$ cat src/rtl/toggle_activity_monitor_if.sv
// Handshake and data bundle between a toggle activity monitor and its driver/consumer.
// The master side drives start, samples and res_ready; the slave side is the monitor.
interface toggle_activity_monitor_if #(
    parameter int NUM_SIG = 5,
    parameter int CNT_W   = 16
);
    localparam int IDX_W = (NUM_SIG > 1) ? $clog2(NUM_SIG) : 1;

    logic               start;
    logic               sig_valid;
    logic [NUM_SIG-1:0] sig_in;
    logic               busy;
    logic               res_valid;
    logic               res_ready;
    logic [IDX_W-1:0]   res_index;
    logic [CNT_W-1:0]   res_count;

    modport master (
        output start, sig_valid, sig_in, res_ready,
        input  busy, res_valid, res_index, res_count
    );

    modport slave (
        input  start, sig_valid, sig_in, res_ready,
        output busy, res_valid, res_index, res_count
    );
endinterface

$ cat src/rtl/toggle_activity_monitor.sv
// Counts per-bit 0<->1 transitions over a window of consecutive valid samples,
// then streams one saturating count per bit through a valid/ready result port.
module toggle_activity_monitor #(
    parameter int NUM_SIG  = 5,
    parameter int WIN_LOG2 = 8,
    parameter int CNT_W    = 16
) (
    input  logic clk,
    input  logic rst,
    toggle_activity_monitor_if.slave mon
);
    localparam int IDX_W = (NUM_SIG > 1) ? $clog2(NUM_SIG) : 1;
    localparam int WIN_W = WIN_LOG2 + 1;
    localparam logic [WIN_W-1:0] WIN_LAST = WIN_W'((2 ** WIN_LOG2) - 1);
    localparam logic [IDX_W-1:0] IDX_LAST = IDX_W'(NUM_SIG - 1);
    localparam logic [CNT_W-1:0] CNT_MAX  = {CNT_W{1'b1}};

    typedef enum logic [1:0] {IDLE, ARM, RUN, DRAIN} state_t;

    state_t             state_q;
    logic               busy_q;
    logic               res_valid_q;
    logic [IDX_W-1:0]   res_index_q;
    logic [CNT_W-1:0]   res_count_q;
    logic [NUM_SIG-1:0] prev_q;
    logic [WIN_W-1:0]   win_cnt_q;
    logic [CNT_W-1:0]   cnt_q [NUM_SIG];

    logic [NUM_SIG-1:0] diff_d;
    logic [CNT_W-1:0]   cnt_d [NUM_SIG];
    logic [IDX_W-1:0]   next_idx_d;
    logic [CNT_W-1:0]   next_cnt_d;
    logic               win_last_d;

    always_comb begin
        diff_d     = mon.sig_in ^ prev_q;
        win_last_d = (win_cnt_q == WIN_LAST);
        next_idx_d = res_index_q + 1'b1;
        next_cnt_d = '0;
        for (int i = 0; i < NUM_SIG; i++) begin
            cnt_d[i] = (diff_d[i] && (cnt_q[i] != CNT_MAX)) ? cnt_q[i] + 1'b1 : cnt_q[i];
            if (next_idx_d == IDX_W'(i)) begin
                next_cnt_d = cnt_q[i];
            end
        end
    end

    always_ff @(posedge clk or posedge rst) begin
        if (rst) begin
            state_q     <= IDLE;
            busy_q      <= 1'b0;
            res_valid_q <= 1'b0;
            res_index_q <= '0;
            res_count_q <= '0;
            prev_q      <= '0;
            win_cnt_q   <= '0;
            for (int i = 0; i < NUM_SIG; i++) cnt_q[i] <= '0;
        end else begin
            case (state_q)
                IDLE: begin
                    if (mon.start) begin
                        state_q   <= ARM;
                        busy_q    <= 1'b1;
                        prev_q    <= '0;
                        win_cnt_q <= '0;
                        for (int i = 0; i < NUM_SIG; i++) cnt_q[i] <= '0;
                    end
                end
                ARM: begin
                    // First valid sample only establishes the reference value.
                    if (mon.sig_valid) begin
                        prev_q  <= mon.sig_in;
                        state_q <= RUN;
                    end
                end
                RUN: begin
                    if (mon.sig_valid) begin
                        for (int i = 0; i < NUM_SIG; i++) cnt_q[i] <= cnt_d[i];
                        prev_q    <= mon.sig_in;
                        win_cnt_q <= win_cnt_q + 1'b1;
                        if (win_last_d) begin
                            state_q     <= DRAIN;
                            res_valid_q <= 1'b1;
                            res_index_q <= '0;
                            res_count_q <= cnt_d[0];
                        end
                    end
                end
                DRAIN: begin
                    if (mon.res_ready) begin
                        if (res_index_q == IDX_LAST) begin
                            state_q     <= IDLE;
                            busy_q      <= 1'b0;
                            res_valid_q <= 1'b0;
                            res_index_q <= '0;
                            res_count_q <= '0;
                        end else begin
                            res_index_q <= next_idx_d;
                            res_count_q <= next_cnt_d;
                        end
                    end
                end
                default: state_q <= IDLE;
            endcase
        end
    end

    assign mon.busy      = busy_q;
    assign mon.res_valid = res_valid_q;
    assign mon.res_index = res_index_q;
    assign mon.res_count = res_count_q;
endmodule
$ cat src/flat_wrapper.sv
// flat-port wrapper written by rule: the top's interface ports become plain ports
module toggle_activity_monitor_flat 
#(
    parameter int NUM_SIG  = 5,
    parameter int WIN_LOG2 = 8,
    parameter int CNT_W    = 16
)
  (clk, rst, mon_start, mon_sig_valid, mon_sig_in, mon_res_ready, mon_busy, mon_res_valid, mon_res_index, mon_res_count);
  toggle_activity_monitor_if #(.NUM_SIG(NUM_SIG), .CNT_W(CNT_W)) mon_i ();
  input  logic clk;
  input  logic rst;
  input wire logic [$bits(mon_i.start)-1:0] mon_start;
  input wire logic [$bits(mon_i.sig_valid)-1:0] mon_sig_valid;
  input wire logic [$bits(mon_i.sig_in)-1:0] mon_sig_in;
  input wire logic [$bits(mon_i.res_ready)-1:0] mon_res_ready;
  output wire logic [$bits(mon_i.busy)-1:0] mon_busy;
  output wire logic [$bits(mon_i.res_valid)-1:0] mon_res_valid;
  output wire logic [$bits(mon_i.res_index)-1:0] mon_res_index;
  output wire logic [$bits(mon_i.res_count)-1:0] mon_res_count;
  assign mon_i.start = mon_start;
  assign mon_i.sig_valid = mon_sig_valid;
  assign mon_i.sig_in = mon_sig_in;
  assign mon_i.res_ready = mon_res_ready;
  assign mon_busy = mon_i.busy;
  assign mon_res_valid = mon_i.res_valid;
  assign mon_res_index = mon_i.res_index;
  assign mon_res_count = mon_i.res_count;
  toggle_activity_monitor #(.NUM_SIG(NUM_SIG), .WIN_LOG2(WIN_LOG2), .CNT_W(CNT_W)) u_core (.clk(clk), .rst(rst), .mon(mon_i));
endmodule
$ cat config.mk
export PLATFORM = sky130hd
export DESIGN_NAME = toggle_activity_monitor_flat
export DESIGN_NICKNAME = d
export VERILOG_FILES = /design/src/rtl/toggle_activity_monitor_if.sv /design/src/rtl/toggle_activity_monitor.sv /design/src/flat_wrapper.sv
export SDC_FILE = /design/constraint.sdc
export NUM_CORES = 1
export LEC_CHECK = 0
export CORE_UTILIZATION = 52
export DETAILED_ROUTE_END_ITERATION = 10
export GPL_TIMING_DRIVEN = 1
export PLACE_DENSITY_LB_ADDON = 0.15
export SLEW_MARGIN = 20
export SYNTH_ARGS = -nofsm -noshare
export SYNTH_HDL_FRONTEND = slang
export SYNTH_SLANG_ARGS = --single-unit
$ cat constraint.sdc
create_clock -name clk -period 13 [get_ports clk]
set_input_delay 3.25 -clock clk [delete_from_list [all_inputs] [get_ports clk]]
set_output_delay 3.25 -clock clk [all_outputs]
set_load 0.005 [all_outputs]
======== After elaboration in Yosys (flattened, before gate mapping) ========
Index checks and enable logic that the tools add are counted.
operators by class
  equality and inequality tests ........... 25
  add/subtract/negate cells ............... 7
  reduce and logical (&&, ||, !) cells .... 22
  bitwise operators ....................... 1
  multiplexer cells ....................... 43
operators by type and width
  kind                                                                      count
  16-bit 2-to-1 mux                                                         14
  80-bit 2-to-1 mux                                                         2
  80-bit case mux with 2 select lines                                       1
  16-bit by 1-bit adder with 16-bit output (second input constant)          5
  16-bit inequality test (second input constant)                            5
  16-bit case mux with 2 select lines                                       1
  4-bit AND reduction                                                       6
  9-bit 2-to-1 mux                                                          2
  9-bit case mux with 2 select lines                                        1
  2-bit by 1-bit inequality test with 1-bit output (second input constant)  7
  2-bit 2-to-1 mux                                                          6
  3-bit 2-to-1 mux                                                          4
  5-bit 2-to-1 mux                                                          2
  5-bit case mux with 2 select lines                                        1
  9-bit by 1-bit adder with 9-bit output (second input constant)            1
  9-bit by 8-bit == test with 1-bit output (second input constant)          1
  2-bit inequality test (second input constant)                             4
  2-bit case mux with 4 select lines                                        1
  2-bit nonzero test                                                        4
  3-bit by 2-bit == test with 1-bit output (second input constant)          2
  3-bit == test (second input constant)                                     2
  3-bit case mux with 2 select lines                                        1
  3-bit AND reduction                                                       2
  6-bit AND reduction                                                       1
  other kinds (12)                                                          22
storage, ports and cells
  bits of input ports ..................... 10
  logic and storage cells ................. 110
  output and inout port bits .............. 21
  register bits after elaboration ......... 117

======== Logic depth before layout (Yosys ltp) ========
  depth after elaboration ................. 10
  depth in mapped cells ................... 11
  gate-level depth less buffers ........... 9

======== Worst setup path before layout ========
OpenSTA, ideal clock, no wires.
  path kind ............................... input-to-reg
  start point ............................. input mon_sig_valid
  end point ............................... register u_core.cnt_q[7] (netlist name)
  path buffers ............................ 2
  cell stages on the path ................. 7
  required time ........................... 12880 ps
  arrival ................................. 4588 ps
  library setup time ...................... 120 ps
  path slack .............................. 8292 ps
  cell sequence ........................... nor2b_1 -> buf_1 -> or3_1 -> buf_2 -> nor3b_2 -> a31oi_1 -> a41o_1
on the way
  word-level cells in the longest chain between the ends .. 2
RTL lines
  element                          RTL line                       RTL
  start: declaration               flat_wrapper.sv:13             input wire logic [$bits(mon_i.sig_valid)-1:0] mon_sig_valid;
  2-bit inequality test (no line)  n/a
  4-bit AND reduction (no line)    n/a
  end: declaration                 toggle_activity_monitor.sv:27  logic [CNT_W-1:0] cnt_q [NUM_SIG];
Every way passes these cells.
A chain may end at the register's enable or synchronous reset.

======== Worst setup path in the final report ========
  start point ............................. input mon_sig_valid
  end point ............................... register u_core.res_count_q[5], in the netlist u_core.mon.res_count[5]
on the way
  word-level cells in the longest chain between the ends .. 2
RTL lines
  element                          RTL line                       RTL
  2-bit inequality test (no line)  n/a
  4-bit AND reduction (no line)    n/a
  end signal: assignment           toggle_activity_monitor.sv:85  res_count_q <= cnt_d[0];
  end signal: assignment           toggle_activity_monitor.sv:99  res_count_q <= next_cnt_d;
  end: declaration                 toggle_activity_monitor.sv:24  logic [CNT_W-1:0] res_count_q;
Every way passes these cells.

==> results_dict.tcl <==
set metrics [dict create \
    htree_levels 4 \
    first_iter_violations 824 \
    mostFrequentLayoutCell "dfrtp_1" \
    cts_setup_buffers 0 \
    drive_gt1_share_pct 5.96 \
    clock-sinks 117 \
    critPathMaxStageDelay_ns 0.62 \
    dp_slack_ns 7.07 \
    max_slew.worst_pin.slew_ns 1.04 \
    fp.dieArea_um2 14500 \
    cts_tree "yes" \
    synth-seq-area-share_pct 40.3 \
    rows 42 \
    slew_violations 0 \
    ys_warn_count 0 \
    wirelength_mm 21.4 \
    synth_async_sr_flop_share_pct 100 \
    whs_ns 0.502 \
    area_delta_synth_final_pct 14.2 \
    via_per_inst 6.64 \
    rsz0062_at_grt "no" \
    seq_area_um2 2930 \
    overflow 0 \
    syn-cell-area_um2 7270 \
    cts_buffers 17 \
    grt_max_degree 78 \
    p_leak_uw 0.00333 \
    initial_core_util_pct 54.0 \
    setup_viol 0 \
    core_area_um2 13500 \
    synthFlopType "dfrtp_1" \
    end_kind "flop" \
    final_cell_area_um2 8300 \
    final_nets 886 \
    power_density_nw_per_um2 197 \
    drv_cap 0 \
    gp_congestion 0.929 \
    dp_hpwl_mm 14.9 \
    mostFrequentLayoutCells "117 x dfrtp_1, 85 x nand2_1, 70 x nand3_1, 68 x nor2_1, 58 x a21oi_1" \
    wl_per_cell_um 20.4 \
    relSlewSlack_pct 30.8 \
    root_buffer "clkbuf_16" \
    cts_resized 0 \
    worstPathArrival_ns 5.87 \
    worst_slack_ns 7.40 \
    antenna_cells 0 \
    post-route-util_pct 61.7 \
    die_h_um 120 \
    drtPass1Iterations 6 \
    synth-seq-cells 117 \
    die_w_um 120 \
    ant_nets 0 \
    critPathLaunchType "primary input" \
    worstPathRequired_ns 13.28 \
    max_freq_mhz 179 \
    synth-edff-count 0 \
    clk_latency_ns 0.43 \
    vias 6967 \
    place_area_um2 7650 \
    multi_input_area_um2 4100 \
    globalRouteTotalUtil_pct 31.1 \
    grt_pass1_vias 6497 \
    synth_area_per_cell_um2 8.50 \
    finalCritPeriodShare_pct 43.0 \
    crit_chain "clkdlybuf4s50_1, nand2_1, a2bb2oi_1, o21ai_1, a311oi_1, a31oi_1" \
    syn_nets 881 \
    crit_slowest_cell "clkdlybuf4s50_1" \
    setup-tns-final_ns 0 \
    crit_fanout 14 \
    fill_cells 1193 \
    hold_viol_final 0 \
    io_buffers 30 \
    fin_skew_ns 0.0103 \
    clk_pin_slew_ns 0.05 \
    antenna_found_initial 0 \
    cts_buffer_depth 2 \
    outcome "completed" \
    path_class "primary input to flop" \
    synthCells 855 \
    vdd_drop_max_uv 164 \
    postCtsHoldBufs 0 \
    min_period_ns 5.60 \
    min_path_type "flop to flop" \
    ios 31 \
    drc 0 \
    synth_cell_types 64 \
    grt_first_pass_wirelength_mm 34.7 \
]
## synth_stat cells, types with 12 or more instances
| master | number | share of area (%) |
|---|---|---|
| and3_1 | 15 | 1.3 |
| dfrtp_1 | 117 | 40 |
| inv_1 | 19 | 0.98 |
| nand4_1 | 24 | 2.1 |
| nand2b_1 | 19 | 1.6 |
| a31oi_1 | 21 | 1.8 |
| a21oi_1 | 58 | 4.0 |
| ha_1 | 16 | 2.8 |
| nor2_1 | 69 | 3.6 |
| or3_1 | 15 | 1.3 |
| o211ai_1 | 14 | 1.4 |
| o21ai_0 | 54 | 3.7 |
| nand3_1 | 70 | 4.8 |
| xnor2_1 | 21 | 2.5 |
| and4_1 | 12 | 1.4 |
| clkbuf_1 | 44 | 2.3 |
| nor3_1 | 16 | 1.1 |
| xor2_1 | 23 | 2.8 |
| nand2_1 | 85 | 4.4 |
## metrics by stage
step / cells / total power, uW
floorplan: 855 / 883
global placement: 1017 / 1090
detailed placement: 1017 / 1100
CTS: 1049 / 1620
global route: 1049 / 1710
finish: 1049 / 1630
## final timing paths
path                                                from                                   to  slack (ns)  cells past startpoint
max                                        mon_sig_valid  u_core.mon.res_count[5]$_DFFE_PP0P_        7.40                      6
max in group asynchronous                            rst         u_core.cnt_q[44]$_DFFE_PP0P_        8.67                      3
min reg2reg                 u_core.cnt_q[47]$_DFFE_PP0P_         u_core.cnt_q[47]$_DFFE_PP0P_        0.50                      1
min in group asynchronous                            rst         u_core.cnt_q[73]$_DFFE_PP0P_        3.22                      2
min                         u_core.cnt_q[47]$_DFFE_PP0P_         u_core.cnt_q[47]$_DFFE_PP0P_        0.50                      1
max reg2reg                u_core.state_q[0]$_DFFE_PP0P_         u_core.cnt_q[49]$_DFFE_PP0P_        9.57                      6
## kinds of logic after synthesis
group	synth area share (%)
buffers and inverters	3.60
adder cells (fa/ha/maj)	2.75
AND/OR/NAND/NOR	27.4
AO/OA/AOI/OAI	19.2
multiplexers	1.45
flip-flops	40.3
XOR/XNOR	5.30
## state kept, by name (all words and copies together), names as in the netlist
signal and flops:
u_core.mon.res_index 3, u_core.mon.res_valid 1, u_core.state_q 2, u_core.prev_q 5, u_core.mon.res_count 16, u_core.cnt_q 80, u_core.mon.busy 1, u_core.win_cnt_q 9
## metal layers
layer / share of wire, % / global-route usage, % / vias up / routed length, um
li1: - / - / 3179 / -
met4: 1.7 / 9.34 / 0 / 370
met1: 43 / 43.4 / 3415 / 9130
met3: 8.5 / 7.03 / 40 / 1830
met2: 47 / 48.2 / 333 / 10000
met5: 0 / 0 / - / 0
## power by group
part / internal, uW / switching (uW) / total, uW
combinational: 213 / 421 / 634
clock: 338 / 176 / 514
sequential: 423 / 61.6 / 485
total: 974 / 659 / 1630
## critical path: cells and delay by family
family	cells	cell delay, ns
AO/OA/AOI/OAI	4	1.89
buffers and inverters	1	0.62
AND/OR/NAND/NOR	1	0.11
## cell type report
cell class	count	area share, %
Clock buffer	18	5.17
Clock inverter	14	2.52
Inverter	20	0.935
Multi-Input combinational cell	669	49.3
Sequential cell	117	35.3
Tap cell	176	2.65
Timing Repair Buffer	35	4.12
No activity file was read; power rests on OpenSTA's default activity.
